### config.mk
export PLATFORM = sky130hd
export DESIGN_NAME = mem_stage
export DESIGN_NICKNAME = d
export VERILOG_FILES = /design/src/rtl/mem_stage.sv
export SDC_FILE = /design/constraint.sdc
export NUM_CORES = 1
export LEC_CHECK = 0
export ABC_AREA = 1
export ABC_CLOCK_PERIOD_IN_PS = 1700
export BUFFER_PORTS_ARGS = -buffer_cell sky130_fd_sc_hd__buf_4
export CORE_AREA = 2 2 294 296
export DETAILED_ROUTE_END_ITERATION = 10
export DIE_AREA = 0 0 296 298
export GPL_TIMING_DRIVEN = 0
export SYNTH_ARGS = -nofsm -noshare
export SYNTH_HDL_FRONTEND = slang
export SYNTH_SLANG_ARGS = --single-unit
### constraint.sdc
create_clock -name clk -period 1.7 [get_ports clk]
set_input_delay 0.085 -clock clk [delete_from_list [all_inputs] [get_ports clk]]
set_output_delay 0.085 -clock clk [all_outputs]
set_load 0.005 [all_outputs]
### src/rtl/mem_stage.sv
// Memory stage: registers execute results for writeback, turns loads and
// stores into data-bus requests and stalls upstream until the bus answers.

package common_pkg;
  localparam int XLEN = 64;

  typedef enum logic [2:0] {
    OP_ALU    = 3'd0,
    OP_BRANCH = 3'd1,
    OP_JUMP   = 3'd2,
    OP_LD     = 3'd3,
    OP_SD     = 3'd4
  } decoded_op_t;

  typedef struct packed {
    decoded_op_t op;
    logic        regwrite;
  } control_t;

  typedef struct packed {
    logic            valid;
    logic [XLEN-1:0] pc;
    logic [31:0]     instr;
    control_t        ctl;
    logic [4:0]      dst;
    logic [XLEN-1:0] result;
    logic [XLEN-1:0] rd2;
  } excute_data_t;

  typedef struct packed {
    logic            valid;
    logic [XLEN-1:0] pc;
    logic [31:0]     instr;
    control_t        ctl;
    logic [4:0]      dst;
    logic [XLEN-1:0] result;
    logic [XLEN-1:0] addr;
  } memory_data_t;

  typedef struct packed {
    logic [4:0]      dst;
    logic [XLEN-1:0] data;
    logic            ismem;
  } tran_t;
endpackage

module mem_stage
  import common_pkg::*;
(
  input  logic         clk,
  input  logic         reset,
  input  excute_data_t ex_in,
  output logic         ex_ready,
  output logic         dreq_valid,
  output logic [63:0]  dreq_addr,
  output logic [2:0]   dreq_size,
  output logic [7:0]   dreq_strobe,
  output logic [63:0]  dreq_data,
  input  logic         dresp_data_ok,
  input  logic [63:0]  dresp_data,
  output memory_data_t mem_out,
  output tran_t        fwd,
  output logic         stall
);

  typedef enum logic {IDLE, BUSY} state_t;

  state_t       state;
  excute_data_t req;

  logic [1:0]  size;
  logic [2:0]  offset;
  logic        is_store;
  logic        unsigned_ld;
  logic [7:0]  size_mask;
  logic [63:0] lane;
  logic [63:0] load_data;
  logic        accept;
  logic        accept_mem;

  assign ex_ready   = (state == IDLE);
  assign stall      = ~ex_ready;
  assign accept     = ex_in.valid & ex_ready;
  assign accept_mem = (ex_in.ctl.op == OP_LD) | (ex_in.ctl.op == OP_SD);

  assign size        = req.instr[13:12];
  assign unsigned_ld = req.instr[14];
  assign offset      = req.result[2:0];
  assign is_store    = (req.ctl.op == OP_SD);

  // Request fields come straight from the buffered op so they stay stable until data_ok
  always_comb begin
    size_mask = 8'h00;
    case (size)
      2'd0:    size_mask = 8'h01;
      2'd1:    size_mask = 8'h03;
      2'd2:    size_mask = 8'h0F;
      default: size_mask = 8'hFF;
    endcase
    dreq_addr   = req.result;
    dreq_size   = {1'b0, size};
    dreq_strobe = is_store ? (size_mask << offset) : 8'h00;
    dreq_data   = req.rd2 << {offset, 3'b000};
  end

  // Shift the addressed bytes down to lane 0 and extend them to a full register
  always_comb begin
    lane      = dresp_data >> {offset, 3'b000};
    load_data = '0;
    case (size)
      2'd0:    load_data = unsigned_ld ? {56'b0, lane[7:0]}  : {{56{lane[7]}},  lane[7:0]};
      2'd1:    load_data = unsigned_ld ? {48'b0, lane[15:0]} : {{48{lane[15]}}, lane[15:0]};
      2'd2:    load_data = unsigned_ld ? {32'b0, lane[31:0]} : {{32{lane[31]}}, lane[31:0]};
      default: load_data = lane;
    endcase
  end

  // Two-state handshake: pass non-memory ops through, park memory ops until the bus completes
  always_ff @(posedge clk) begin
    if (!reset) begin
      state      <= IDLE;
      mem_out    <= '0;
      dreq_valid <= 1'b0;
      req        <= '0;
    end else begin
      case (state)
        IDLE: begin
          mem_out.valid <= 1'b0;
          if (accept) begin
            if (accept_mem) begin
              req        <= ex_in;
              dreq_valid <= 1'b1;
              state      <= BUSY;
            end else begin
              mem_out.valid  <= 1'b1;
              mem_out.pc     <= ex_in.pc;
              mem_out.instr  <= ex_in.instr;
              mem_out.ctl    <= ex_in.ctl;
              mem_out.dst    <= ex_in.dst;
              mem_out.result <= ex_in.result;
              mem_out.addr   <= '0;
            end
          end
        end
        BUSY: begin
          mem_out.valid <= 1'b0;
          if (dresp_data_ok) begin
            mem_out.valid  <= 1'b1;
            mem_out.pc     <= req.pc;
            mem_out.instr  <= req.instr;
            mem_out.ctl    <= req.ctl;
            mem_out.dst    <= req.dst;
            mem_out.result <= is_store ? '0 : load_data;
            mem_out.addr   <= req.result;
            dreq_valid     <= 1'b0;
            state          <= IDLE;
          end
        end
        default: state <= IDLE;
      endcase
    end
  end

  // Bypass record seen by decode, derived from the registered result
  always_comb begin
    fwd.dst   = (mem_out.valid & mem_out.ctl.regwrite) ? mem_out.dst : 5'd0;
    fwd.data  = mem_out.result;
    fwd.ismem = mem_out.valid & (mem_out.ctl.op == OP_LD);
  end

endmodule

==> results of run 1 <==
[timing repair]
item	in CTS	in global routing
gates cloned	10	14
setup buffers	62	28
endpoints found under the setup margin	546	443
pin swaps	115	163
hold buffers	235	0
resized for setup	731	427
hold endpoints to repair	404	0
[worst register-to-register path: stages, from the launching register on]
cell,delay [ps]
dfxtp_4,360
buf_8,140
buf_8,140
buf_4,130
buf_8,130
or2_4,240
o211ai_1,130
o211ai_1,260
nand3_1,230
nand2_2,130
a21oi_2,160
nor2_1,50
[final cells by class]
class                           instances  area, sq um
Buffer                                374         2984
Tap cell                             1144         1431
Timing Repair Buffer                 1089         9430
Antenna cell                            7        17.52
Clock buffer                           76         1597
Multi-Input combinational cell       2231        12730
Fill cell                            8553        46390
Sequential cell                       469         9409
Inverter                              131        544.3
Clock inverter                         29        351.6
[power groups by stage]
stage / Sequential, mW / Clock, mW / Combinational [mW]
after floorplan: 12.1 / 0 / 2.77
after global placement: 12.3 / 0 / 5.96
after detailed placement: 12.3 / 0 / 5.97
after CTS: 12.1 / 12.9 / 7.59
after global routing: 12.2 / 13.3 / 8.94
final: 12.2 / 12.7 / 8.50
[metal layers]
metal	vias to the layer above	track usage, %	part of all wire [%]
met4	6	12.96	5.3
li1	12650	-	-
met5	-	0	0.032
met2	1359	47.08	47
met1	13090	34.81	40
met3	305	4.565	7.4
[how the worst max path moves through the flow]
stage | depth (start not counted) | slack, ps | from | endpoint
after floorplan | 12 | 170 | dreq_addr[1]$_SDFFE_PN0P_ | fwd[56]$_SDFFE_PN0P_
after global placement | 5 | -1290 | reset | dreq_addr[6]$_SDFFE_PN0P_
after detailed placement | 5 | -1240 | reset | req[62]$_SDFFE_PN0P_
after CTS | 9 | -560 | dreq_addr[0]$_SDFFE_PN0P_ | dreq_data[45]
after global routing | 9 | -630 | dreq_addr[0]$_SDFFE_PN0P_ | dreq_data[45]
final | 9 | -580 | dreq_addr[0]$_SDFFE_PN0P_ | dreq_data[45]
[stage by stage]
stage          area [sq um]  cells  worst slack [ps]  total power, mW  hold WS, ps
6_report              38490   5550            -582.4            33.38        67.18
5_1_grt               38490   5549            -627.4            34.44        81.76
4_1_cts               36580   5505            -560.0            32.60        2.376
3_5_place_dp          29270   5093             -1242            18.30        317.1
3_3_place_gp          29270   5093             -1291            18.28        307.1
2_1_floorplan         22250   3205             167.0            14.92        219.9
[cells in the final DEF (no fill, tap or decap), types with 7 or more instances in the layout]
| master | n |
|---|---|
| o211ai_1 | 21 |
| nand2_2 | 99 |
| mux2i_4 | 12 |
| a31oi_1 | 41 |
| buf_12 | 35 |
| buf_6 | 59 |
| a21oi_2 | 76 |
| clkinv_2 | 13 |
| nor2_2 | 11 |
| o21ai_4 | 33 |
| o21ai_1 | 44 |
| buf_2 | 38 |
| clkbuf_8 | 18 |
| clkbuf_2 | 33 |
| dfxtp_2 | 7 |
| buf_8 | 24 |
| clkbuf_4 | 13 |
| a22oi_1 | 47 |
| clkbuf_1 | 69 |
| mux2i_2 | 7 |
| nand3_1 | 43 |
| nor2_4 | 23 |
| buf_4 | 939 |
| diode_2 | 7 |
| nand2_1 | 667 |
| dlygate4sd3_1 | 235 |
| o21ai_0 | 267 |
| a21oi_1 | 182 |
| o21ai_2 | 45 |
| inv_1 | 114 |
| nand3_4 | 30 |
| clkbuf_16 | 69 |
| dfxtp_1 | 459 |
| nand2_4 | 58 |
| nand3_2 | 52 |
| nor2_1 | 430 |
[sequential cells by signal, summed over array words and instances, names as in the netlist]
register,flops
dreq_addr,64
dreq_size,2
dreq_valid,1
fwd,64
mem_out,170
req,167
stall,1
[logic make-up (layout without fill, tap and decap cells)]
logic type             Yosys count  after routing  share of synthesized area [%]
buffers and inverters          506           1699                          11.84
DFF                            469            469                          42.20
and+or+nand+nor               1427           1428                          25.77
other                            1              8                        0.01685
muxes                           22             22                         0.9897
AOI/OAI and AO/OA              780            780                          19.18
==> impl_metrics.toml, run 1 <==
[drt]
num_vias = 27410
drtPass1Iterations = 6
via_per_inst = 4.939
drt-total-wl_um = 131600
first_iter_violations = 2307
ant_nets = 0
drc = 0
wl_per_cell_um = 23.72

[grt]
grt_max_degree = 17
grt_pass1_vias = 26150
grt_pass1_wl_um = 180800
overflow = 0
grtUsageTotal_pct = 28.00
antenna_found_initial = 12

[sta]
finalHoldViolCount = 0
worst-slew-pin-transition_ps = 991.3
max_freq_ghz = 0.4381
min_period_over_period_pct = 134.3
fin_tns_setup_ps = -52660
final_max_slew_viol_count = 0
postLayoutSetupSlackWorst_ps = -582.4
slew_headroom_pct = 33.91
timing.final.crit_period_ps = 2282
rsz0062_at_grt = "yes"
finClkSkew_ps = 46.73
setup_viol = 141

[setup_path]
crit_required_ps = 1620
r2r-end = "fwd[12]$_SDFFE_PN0P_"
worstRegToRegCells = 11
crit_buf_inv = 5
worstPathArrival_ps = 2200
end_kind = "output port"
cp-start-kind = "register"
worstPathMaxFanout = 5
critPathSlowestCell = "dfxtp_4"
worstPathCellList = "buf_8 -> buf_8 -> buf_12 -> buf_12 -> mux2i_2 -> nand2_1 -> nand3_2 -> o21ai_2 -> buf_4"
max_stage_delay_ps = 380
crit_type = "register to output port"
r2r_slack_ps = -500
critical-path-top-delay-family = "buffers and inverters"
reg2reg_from = "dreq_addr[0]$_SDFFE_PN0P_"

[power]
swShare_pct = 31.30
p_seq_share_pct = 36.4
cellPowerDensity_nw_per_um2 = 867.2
power_leakage_nw = 17.27
pwr-share-clk_pct = 38.1
peakVddDrop_mv = 0.7383
p_comb_share_pct = 25.5
power_switching_mw = 10.45
intPower_mw = 22.93

[synth]
yosysWarnings = 0
ys_async_sr_fraction_pct = 0
ys_ff_latch = 469
syn_inst = 3205
yosysUniqueCellTypes = 37
ys.flop_type = "dfxtp_1"
synth_top_cells_by_count = "nand2_1 (824), dfxtp_1 (469), nor2_1 (459)"
synth_top_area_share_pct = 42.20
yosysMostFrequentCell = "nand2_1"
ys_top_cells_by_area = "dfxtp_1 (42%), nand2_1 (14%), o21ai_0 (8.5%)"
syn_nets = 3506
avgSynthCellArea_sq_um = 6.942
synth_top_area_cell = "dfxtp_1"
synth_area_sq_um = 22250
synth-seq-area-share_pct = 42.20
synth-edff-count = 0

[worst_hold_path]
min_path_cells = 5
hold_start = "dresp_data[60]"
hold_end = "fwd[61]$_SDFFE_PN0P_"
hp-class = "input pin to register"

[outcome]
status = "finished with violations"
violations = "negative setup slack"

[floorplan]
die_area_sq_um = 88210
ios = 747
rows = 107
die_h_um = 298
start_util_pct = 26.21
fp.dieW_um = 296
core_area_sq_um = 84880

[place]
post-dp-hpwl_um = 99390
place_congestion = 0.9702
portBuffers = 744

[cts]
cts_max_path_buffers = 3
clk_latency_ps = 640
numCtsBuffers = 56
cts_tree = "done"
clock_tree.root_cell = "clkbuf_16"
cts_max_level = 2
cts_sinks = 469
path_clk_slew_ps = 60

[final_layout]
fin_nets = 4653
area_growth_pct = 72.99
utilization_pct = 45.35
drive_above_1_share_pct = 40.21

[run]
cap_violations = 0
Note: power is estimated with default switching activity, not from simulation.
==> inputs of run 2 (changes only) <==
Settings changed: ABC_AREA 1 to not set, CORE_AREA 2 2 294 296 to 2 2 292 294, DIE_AREA 0 0 296 298 to 0 0 294 296, PLACE_DENSITY_LB_ADDON set to 0.1.
==> run 2 against run 1 <==
  * The run still ends with negative setup slack left
  * Critical path type unchanged
  * Worst setup slack got worse by 11 ps
  * Synthesized cell count down 13%
  * Count of clock-buffer cells in the layout grew 7
  * Critical endpoint is now dreq_data[55]
  * Global-route usage is 0.59 points lower
  * Maximum frequency down 0.47%
==> impl_metrics.toml, run 2 <==
[outcome]
status = "finished with violations"
violations = "negative setup slack"

[drt]
drc = 0
num_vias = 25630
drtPass1Iterations = 5
first_iter_violations = 1427
via_per_inst = 4.978
wl_per_cell_um = 24.89
ant_nets = 0
drt-total-wl_um = 128100

[floorplan]
ios = 747
die_area_sq_um = 87020
fp.dieW_um = 294
start_util_pct = 26.21
rows = 107
core_area_sq_um = 84210
die_h_um = 296

[sta]
finClkSkew_ps = 19.29
timing.final.crit_period_ps = 2293
worst-slew-pin-transition_ps = 990.9
finalHoldViolCount = 0
postLayoutSetupSlackWorst_ps = -593.2
min_period_over_period_pct = 134.9
rsz0062_at_grt = "yes"
slew_headroom_pct = 33.94
max_freq_ghz = 0.4361
setup_viol = 488
final_max_slew_viol_count = 0

[setup_path]
end_kind = "output port"
worstPathMaxFanout = 7
crit_type = "register to output port"
crit_required_ps = 1620
cp-start-kind = "register"
worstPathArrival_ps = 2210

[synth]
ys_ff_latch = 469
syn_nets = 3100
ys_top_cells_by_area = "dfxtp_1 (43%), nand2_1 (12%), a21oi_1 (11%)"
synth_area_sq_um = 22070
synth-seq-area-share_pct = 42.54
yosysWarnings = 0
synth-edff-count = 0
syn_inst = 2799
ys_async_sr_fraction_pct = 0
synth_top_cells_by_count = "nand2_1 (710), a21oi_1 (499), dfxtp_1 (469)"
synth_top_area_cell = "dfxtp_1"
yosysMostFrequentCell = "nand2_1"
yosysUniqueCellTypes = 52
ys.flop_type = "dfxtp_1"
synth_top_area_share_pct = 42.54
avgSynthCellArea_sq_um = 7.884

[power]
p_comb_share_pct = 21.8
power_leakage_nw = 15.82
intPower_mw = 21.89
swShare_pct = 29.17
p_seq_share_pct = 38.9
cellPowerDensity_nw_per_um2 = 777.8
peakVddDrop_mv = 0.6249
pwr-share-clk_pct = 39.3
power_switching_mw = 9.017

[cts]
cts_tree = "done"
clock_tree.root_cell = "clkbuf_16"
path_clk_slew_ps = 60
cts_sinks = 469
numCtsBuffers = 57
cts_max_path_buffers = 3
clk_latency_ps = 630
cts_max_level = 2

[final_layout]
regMostFlops = "mem_out"
fill_cells = 8448
layout_top_registers = "mem_out: 170 flops, req: 167 flops"
ff_latch_area_sq_um = 9405
layout_common_cells = "buf_4 (935), nand2_1 (662), dfxtp_1 (464)"
area_growth_pct = 80.08
fin_nets = 4306
multi_input_comb_area_sq_um = 13420
largest_reg_flops = 170
layout_commonest_cell = "buf_4"
drive_above_1_share_pct = 44.94
instances_no_fill = 5148
utilization_pct = 47.19

[worst_hold_path]
hp-class = "input pin to register"

[grt]
grt_pass1_vias = 24860
grt_max_degree = 16
antenna_found_initial = 12
overflow = 0
grt_pass1_wl_um = 175600
grtUsageTotal_pct = 27.41

[place]
placed_cells = 4634
portBuffers = 745
place_congestion = 0.9175
post-dp-hpwl_um = 96000

[run]
cap_violations = 0
## run 2: cell types whose count changed in the layout (fill, tap and decap cells not counted), moves of 81 or more
cell     change
a22oi_2     +83
inv_1      -109
nor2_1     -380
mux2i_1     +81
a21oi_1    +199
o21ai_0    -266
## run 2: area by class of cell
type                       count  share of cell area (%)
multi-input combinational   1949                   33.76
timing repair buffer        1158                   26.44
sequential                   469                   23.67
buffer                       364                   8.038
clock buffer                  83                   4.036
tap                         1090                   3.432
clock inverter                21                  0.5258
inverter                       6                 0.05667
antenna                        8                 0.05037
## run 2: path summary, 6_finish.rpt
check        cells after the start  slack, ps                      start                   endpoint
min                              5         40             dresp_data[54]       fwd[31]$_SDFFE_PN0P_
min reg2reg                      2        460  mem_out[221]$_SDFFE_PN0P_  mem_out[221]$_SDFFE_PN0P_
max                              7       -590  dreq_addr[1]$_SDFFE_PN0P_              dreq_data[55]
max reg2reg                      9       -550  dreq_addr[1]$_SDFFE_PN0P_       fwd[45]$_SDFFE_PN0P_
## run 2: repair_timing
action                                 4_1_cts  5_1_grt
hold buffers                               263        0
gates resized for setup                    714      469
setup endpoints to repair                  541      501
setup buffers                               81       36
pin swaps                                  208      174
endpoints found under the hold margin      403        0
cloned                                      30       19
## run 2: metrics by stage
| step | worst slack, ps | hold WS [ps] | setup TNS [ps] | instance area [sq um] | total power [mW] |
|---|---|---|---|---|---|
| final | -593.2 | 42.95 | -97940 | 39740 | 30.91 |
| after global routing | -637.5 | 69.89 | -127090 | 39730 | 31.99 |
| after CTS | -657.9 | 2.911 | -105600 | 37590 | 30.66 |
| after detailed placement | -1546 | 342.3 | -521410 | 29090 | 16.76 |
| after global placement | -1558 | 334.5 | -547490 | 29080 | 16.74 |
| after floorplan | -84.89 | 175.5 | -2718 | 22120 | 14.04 |
## run 2: worst max-delay path, cell delays in order (launching register included)
cell	delay, ps
dfxtp_4	370
buf_12	140
buf_12	140
buf_12	150
mux2_4	320
o211ai_1	200
o21ai_1	110
buf_4	150
## run 2: cell families (layout without fill, tap and decap cells)
family	after synthesis	in the layout	synth area share, %
other	1	9	0.01699
flip-flops	469	469	42.54
buffers and inverters	383	1632	9.366
multiplexers	169	169	8.811
AO/OA/AOI/OAI	784	784	20.52
AND/OR/NAND/NOR	993	995	18.74
## run 2: metal layers
| layer | vias to the layer above | track usage [%] | part of all wire [%] |
|---|---|---|---|
| met2 | 937 | 47.95 | 49 |
| met4 | 6 | 8.188 | 3.4 |
| li1 | 12030 | - | - |
| met1 | 12450 | 34.39 | 42 |
| met3 | 202 | 4.677 | 5.9 |
| met5 | - | 0 | 0.030 |
## run 2: power by group through the flow
stage                     Clock, mW  Sequential (mW)  Combinational (mW)
final                          12.1             12.0                6.75
after CTS                      12.4             12.0                6.30
after global placement            0             12.2                4.55
after detailed placement          0             12.2                4.56
after floorplan                   0             12.0                2.06
after global routing           12.8             12.1                7.14
